==> src/rtl/cmul_int_dump.sv <==
`default_nettype none
// ============================================================================
// Module   : cmul_int_dump
// Purpose  : Complex integrate-and-dump after the 16-bit complex multiplier.
//            Sums a block of IQ beats, rounds and right-shifts the sums, and
//            emits one IQ sample per block. Optional macro INTDUMP_SATURATE_EN
//            clips the output instead of wrapping it.
// Revision : 1.0 - initial release
// ============================================================================
module cmul_int_dump #(
    parameter int WIDTH_IN  = 16,
    parameter int WIDTH_OUT = 16,
    parameter int ACC_WIDTH = 32,
    parameter int LEN_WIDTH = 16
) (
    input  logic                   clk,
    input  logic                   reset,
    input  logic [LEN_WIDTH-1:0]   dump_len,
    input  logic [5:0]             shift,
    input  logic [2*WIDTH_IN-1:0]  i_tdata,
    input  logic                   i_tlast,
    input  logic                   i_tvalid,
    output logic                   i_tready,
    output logic [2*WIDTH_OUT-1:0] o_tdata,
    output logic                   o_tlast,
    output logic                   o_tvalid,
    input  logic                   o_tready
);

    localparam int                 c_ext     = ACC_WIDTH - WIDTH_IN;
    localparam logic [LEN_WIDTH-1:0] c_len_one = {{(LEN_WIDTH-1){1'b0}}, 1'b1};

    logic [ACC_WIDTH-1:0]   r_acc_i;
    logic [ACC_WIDTH-1:0]   r_acc_q;
    logic [LEN_WIDTH-1:0]   r_cnt;
    logic [LEN_WIDTH-1:0]   r_len;
    logic [5:0]             r_shift;
    logic [2*WIDTH_OUT-1:0] r_o_tdata;
    logic                   r_o_tlast;
    logic                   r_o_tvalid;

    logic                   w_block_start;
    logic [LEN_WIDTH-1:0]   w_len;
    logic [LEN_WIDTH-1:0]   w_len_eff;
    logic [5:0]             w_shift;
    logic                   w_beat;
    logic                   w_dump;
    logic [ACC_WIDTH-1:0]   w_in_i;
    logic [ACC_WIDTH-1:0]   w_in_q;
    logic [ACC_WIDTH-1:0]   w_sum_i;
    logic [ACC_WIDTH-1:0]   w_sum_q;
    logic [ACC_WIDTH:0]     w_rnd;
    logic signed [ACC_WIDTH:0] w_y_i;
    logic signed [ACC_WIDTH:0] w_y_q;
    logic [WIDTH_OUT-1:0]   w_out_i;
    logic [WIDTH_OUT-1:0]   w_out_q;

    assign i_tready = !r_o_tvalid || o_tready;
    assign o_tdata  = r_o_tdata;
    assign o_tlast  = r_o_tlast;
    assign o_tvalid = r_o_tvalid;

    // The first beat of a block sees the live settings, later beats the latched ones.
    assign w_block_start = (r_cnt == '0);
    assign w_len         = w_block_start ? dump_len : r_len;
    assign w_len_eff     = (w_len == '0) ? c_len_one : w_len;
    assign w_shift       = w_block_start ? shift : r_shift;

    assign w_beat = i_tvalid && i_tready;
    assign w_dump = w_beat && ((r_cnt == (w_len_eff - c_len_one)) || i_tlast);

    assign w_in_i  = {{c_ext{i_tdata[2*WIDTH_IN-1]}}, i_tdata[2*WIDTH_IN-1:WIDTH_IN]};
    assign w_in_q  = {{c_ext{i_tdata[WIDTH_IN-1]}}, i_tdata[WIDTH_IN-1:0]};
    assign w_sum_i = r_acc_i + w_in_i;
    assign w_sum_q = r_acc_q + w_in_q;

    // One guard bit keeps the rounding add from wrapping at full-scale sums.
    assign w_rnd = (w_shift == 6'd0) ? '0
                 : ({{ACC_WIDTH{1'b0}}, 1'b1} << (w_shift - 6'd1));
    assign w_y_i = $signed({w_sum_i[ACC_WIDTH-1], w_sum_i} + w_rnd) >>> w_shift;
    assign w_y_q = $signed({w_sum_q[ACC_WIDTH-1], w_sum_q} + w_rnd) >>> w_shift;

`ifdef INTDUMP_SATURATE_EN
    function automatic logic [WIDTH_OUT-1:0] fit_out(input logic signed [ACC_WIDTH:0] y);
        if ((y[ACC_WIDTH:WIDTH_OUT-1] == '0) || (y[ACC_WIDTH:WIDTH_OUT-1] == '1))
            return y[WIDTH_OUT-1:0];
        else if (y[ACC_WIDTH])
            return {1'b1, {(WIDTH_OUT-1){1'b0}}};
        else
            return {1'b0, {(WIDTH_OUT-1){1'b1}}};
    endfunction

    assign w_out_i = fit_out(w_y_i);
    assign w_out_q = fit_out(w_y_q);
`else
    logic w_unused_hi;

    assign w_out_i     = w_y_i[WIDTH_OUT-1:0];
    assign w_out_q     = w_y_q[WIDTH_OUT-1:0];
    assign w_unused_hi = ^{w_y_i[ACC_WIDTH:WIDTH_OUT], w_y_q[ACC_WIDTH:WIDTH_OUT]};
`endif

    always_ff @(posedge clk) begin
        if (reset) begin
            r_acc_i    <= '0;
            r_acc_q    <= '0;
            r_cnt      <= '0;
            r_len      <= '0;
            r_shift    <= '0;
            r_o_tdata  <= '0;
            r_o_tlast  <= 1'b0;
            r_o_tvalid <= 1'b0;
        end else begin
            if (w_beat) begin
                if (w_block_start) begin
                    r_len   <= dump_len;
                    r_shift <= shift;
                end
                if (w_dump) begin
                    r_acc_i <= '0;
                    r_acc_q <= '0;
                    r_cnt   <= '0;
                end else begin
                    r_acc_i <= w_sum_i;
                    r_acc_q <= w_sum_q;
                    r_cnt   <= r_cnt + c_len_one;
                end
            end
            // A dump coinciding with o_tready reloads the slot without a bubble.
            if (w_dump) begin
                r_o_tvalid <= 1'b1;
                r_o_tdata  <= {w_out_i, w_out_q};
                r_o_tlast  <= i_tlast;
            end else if (o_tready) begin
                r_o_tvalid <= 1'b0;
                r_o_tdata  <= '0;
                r_o_tlast  <= 1'b0;
            end
        end
    end

endmodule
`default_nettype wire

==> config.mk <==
export PLATFORM = sky130hd
export DESIGN_NAME = cmul_int_dump
export DESIGN_NICKNAME = d
export VERILOG_FILES = /design/src/rtl/cmul_int_dump.sv
export SDC_FILE = /design/constraint.sdc
export NUM_CORES = 1
export LEC_CHECK = 0
export CORE_UTILIZATION = 30
export CTS_BUF_LIST = sky130_fd_sc_hd__clkbuf_8
export CTS_CLUSTER_SIZE = 14
export DETAILED_ROUTE_END_ITERATION = 12
export PLACE_DENSITY_LB_ADDON = 0.12
export SYNTH_ARGS = -nofsm -noshare
export SYNTH_HDL_FRONTEND = slang
export SYNTH_SLANG_ARGS = --single-unit
export TNS_END_PERCENT = 30
==> constraint.sdc <==
create_clock -name clk -period 12.2 [get_ports clk]
set_input_delay 3.66 -clock clk [delete_from_list [all_inputs] [get_ports clk]]
set_output_delay 3.66 -clock clk [all_outputs]
set_load 0.02 [all_outputs]
==> results_dict.tcl <==
set metrics [dict create \
    status "complete, no violations" \
    synth_area_leaders "dfxtp_1, ha_1, nor2_1" \
    die_x_um 248.2 \
    netlist_area_um2 18180 \
    antenna_found_initial 1 \
    layoutNonFillerInstCount 3313 \
    grt.overflow.total 0 \
    synth_top_family_by_area "compound AO/OA/AOI/OAI gates" \
    timing.slew.headroom_pct 13.59 \
    peakVddDrop_uv 65.90 \
    clock_path_buffers 2 \
    synth_top_cell_by_area "dfxtp_1" \
    wl_um 81300 \
    synth_xor_xnor_area_share_pct 6.821 \
    max_clock_freq_ghz 0.09540 \
    fp.dieArea_um2 61580 \
    drt-pass1-iter-count 6 \
    synthDistinctLibCells 124 \
    finalSetupTns_ns 0 \
    worstSetupPathType "input pin to register" \
    synth_ff_type "dfxtp_1" \
    hold_viol 0 \
    synth_compound_area_share_pct 34.39 \
    final_layout_size_suffix_gt1_share_pct 7.329 \
    row_count 89 \
    synth-edff-count 0 \
    netlist_instances 2508 \
    grt_pass1_wl_um 121300 \
    hold-path-cell-count 2 \
    num-nets-final 2701 \
    critPathRequiredTime_ns 12.65 \
    dpl_cell_area_um2 19880 \
    critPathSlowestCell "or4_1" \
    viasPerCell 6.106 \
    muxShareOfSynthArea_pct 5.210 \
    synth_async_sr_flop_share_pct 0 \
    path_common_cell "a21oi_1" \
    clock_sinks 136 \
    yosysWarnings 0 \
    cts_tree "yes" \
    post-place-cells 3279 \
    numPortBuffers 93 \
    setup_viol_count_final 0 \
    period_needed_ns 10.48 \
    htreeDepth 4 \
    layout_commonest_cell "nor2_1" \
    design.core.area_um2 59460 \
    worstSkewPairLatency_ns 0.57 \
    power_density_nw_per_um2 119.4 \
    hp-class "register to register" \
    root_buffer "clkbuf_8" \
    synth_top_cell_area_share_pct 14.98 \
    endpoint_kind "register" \
    cts_setup_buffers 0 \
    crit_arrival_ns 10.93 \
    cp-start-kind "input pin" \
    cp_slowest_stage_delay_ns 0.46 \
    syn_nets 2684 \
    slew_violations 0 \
    final_cell_mix "nor2_1, nand2_1, a21oi_1" \
    pin_count 94 \
    cts-hold-fix-buffers 0 \
    gp_congestion 0.9649 \
    finalCritPeriodShare_pct 85.92 \
    first_global_vias 19024 \
    via_count 20229 \
    routedWlPerCell_um 24.54 \
    grt_max_degree 62 \
    synth_fa_ha_area_share_pct 8.191 \
    drc 0 \
    stdcell_area_um2 20290 \
    ant_nets 0 \
    cp_top_family "compound AO/OA/AOI/OAI gates" \
    avgSynthCellArea_um2 7.248 \
    worstMarginPinSlew_ns 1.287 \
    areaGrowthSynthToFinish_pct 11.60 \
    maxCapViolations 0 \
    numCtsBuffers 17 \
    cts_resized 0 \
    path_clk_slew_ns 0.10 \
    p_leak_nw 8.221 \
    start_util_pct 30.57 \
    path_buf_inv 4 \
    synth_simple_gate_area_share_pct 26.28 \
    clock_skew_ns 0.01841 \
    rr_worst_depth 23 \
    worst-path-stages 32 \
    synth_seq_area_share_pct 14.98 \
    cp_max_fo 9 \
    drt_iter0_markers 1828 \
    grt_use_total_pct 26.24 \
    hpwl_um 62920 \
    rsz0062_at_grt "false" \
    ys_ff_latch 136 \
    chipHeight_um 248.2 \
]
==> cell families (layout without fill, tap and decap cells) <==
family,Yosys count,after routing
AND/OR/NAND/NOR,969,969
AO/OA/AOI/OAI,877,877
buffers and inverters,183,213
XOR/XNOR,139,139
flip-flops,136,136
adder cells (fa/ha/maj),118,118
multiplexers,86,86
other,0,2
==> flip-flops by register name (all words and copies together), names as in the netlist <==
| name | cells |
|---|---|
| r_cnt | 16 |
| r_shift | 6 |
| r_acc_q | 32 |
| o_tlast | 1 |
| o_tdata | 32 |
| r_len | 16 |
| o_tvalid | 1 |
| r_acc_i | 32 |
==> routing by layer <==
| layer | vias to the layer above | track usage [%] | wire [um] |
|---|---|---|---|
| met5 | - | 0 | 0 |
| met4 | 0 | 10.08 | 2757 |
| met2 | 792 | 41.35 | 35800 |
| met3 | 125 | 4.751 | 5649 |
| met1 | 9741 | 35.29 | 37100 |
| li1 | 9571 | - | - |
==> worst min-delay path, cell delays in order (launching register included) <==
cell     delay, ns
dfxtp_1       0.32
nand3_1       0.06
nand2_1       0.05
==> layout make-up <==
cell class                 instances  area (um^2)
fill                            6415        39180
multi-input combinational       2189        14760
clock buffer                      17        234.0
tap                              773        967.2
timing repair buffer             138         1266
antenna                            2        5.005
inverter                          43        161.4
clock inverter                    15        170.2
sequential                       136         2723
==> cell usage after synthesis (all sizes together), types with 10 or more instances <==
library cell  instances
a2111oi              13
a41oi                12
nor2                306
a21o                 65
inv                  43
dfxtp               136
or2                  15
a32o                 12
nand3                74
and4                 11
a211oi               67
o21ai               111
nand4                30
nor4                 27
o311ai               10
or4                  10
nor2b                19
mux2                 14
o211a                14
xnor2                86
o211ai               44
or3                  24
and3                 42
mux2i                71
buf                  23
a22oi                19
and2                 27
xor2                 52
a2bb2oi              31
o21bai               13
a31oi                46
nand2               252
a221oi               10
clkbuf              117
nor3                 80
a211o                18
a21oi               208
o22ai                15
o31ai                35
nand2b               20
ha                  115
o21a                 27
==> report_power, final <==
| group | switching (mW) | total [mW] | internal (mW) | leakage, nW |
|---|---|---|---|---|
| combinational | 0.991 | 1.49 | 0.504 | 6.91 |
| clock | 0.235 | 0.421 | 0.186 | 0.199 |
| sequential | 0.0267 | 0.507 | 0.480 | 1.11 |
| total | 1.25 | 2.42 | 1.17 | 8.22 |
==> worst paths after layout <==
path,slack (ns),endpoint,startpoint
setup / recovery,1.72,o_tdata[19],i_tdata[16]
hold / removal,0.46,r_acc_q[30],r_acc_q[30]
setup reg to reg,4.05,o_tdata[20],r_cnt[0]
hold reg to reg,0.46,r_acc_q[30],r_acc_q[30]
==> stage by stage <==
step	hold slack (ns)	utilization, %	total power [mW]	setup WS (ns)
after floorplan	0.4356	-	1.495	2.535
after global placement	0.4419	33.43	1.966	1.199
after detailed placement	0.4551	33.43	1.972	1.167
after CTS	0.4687	34.11	2.406	1.769
after global routing	0.4779	34.12	2.571	1.153
final	0.4647	34.12	2.422	1.718
(Power assumes the default switching activity.)
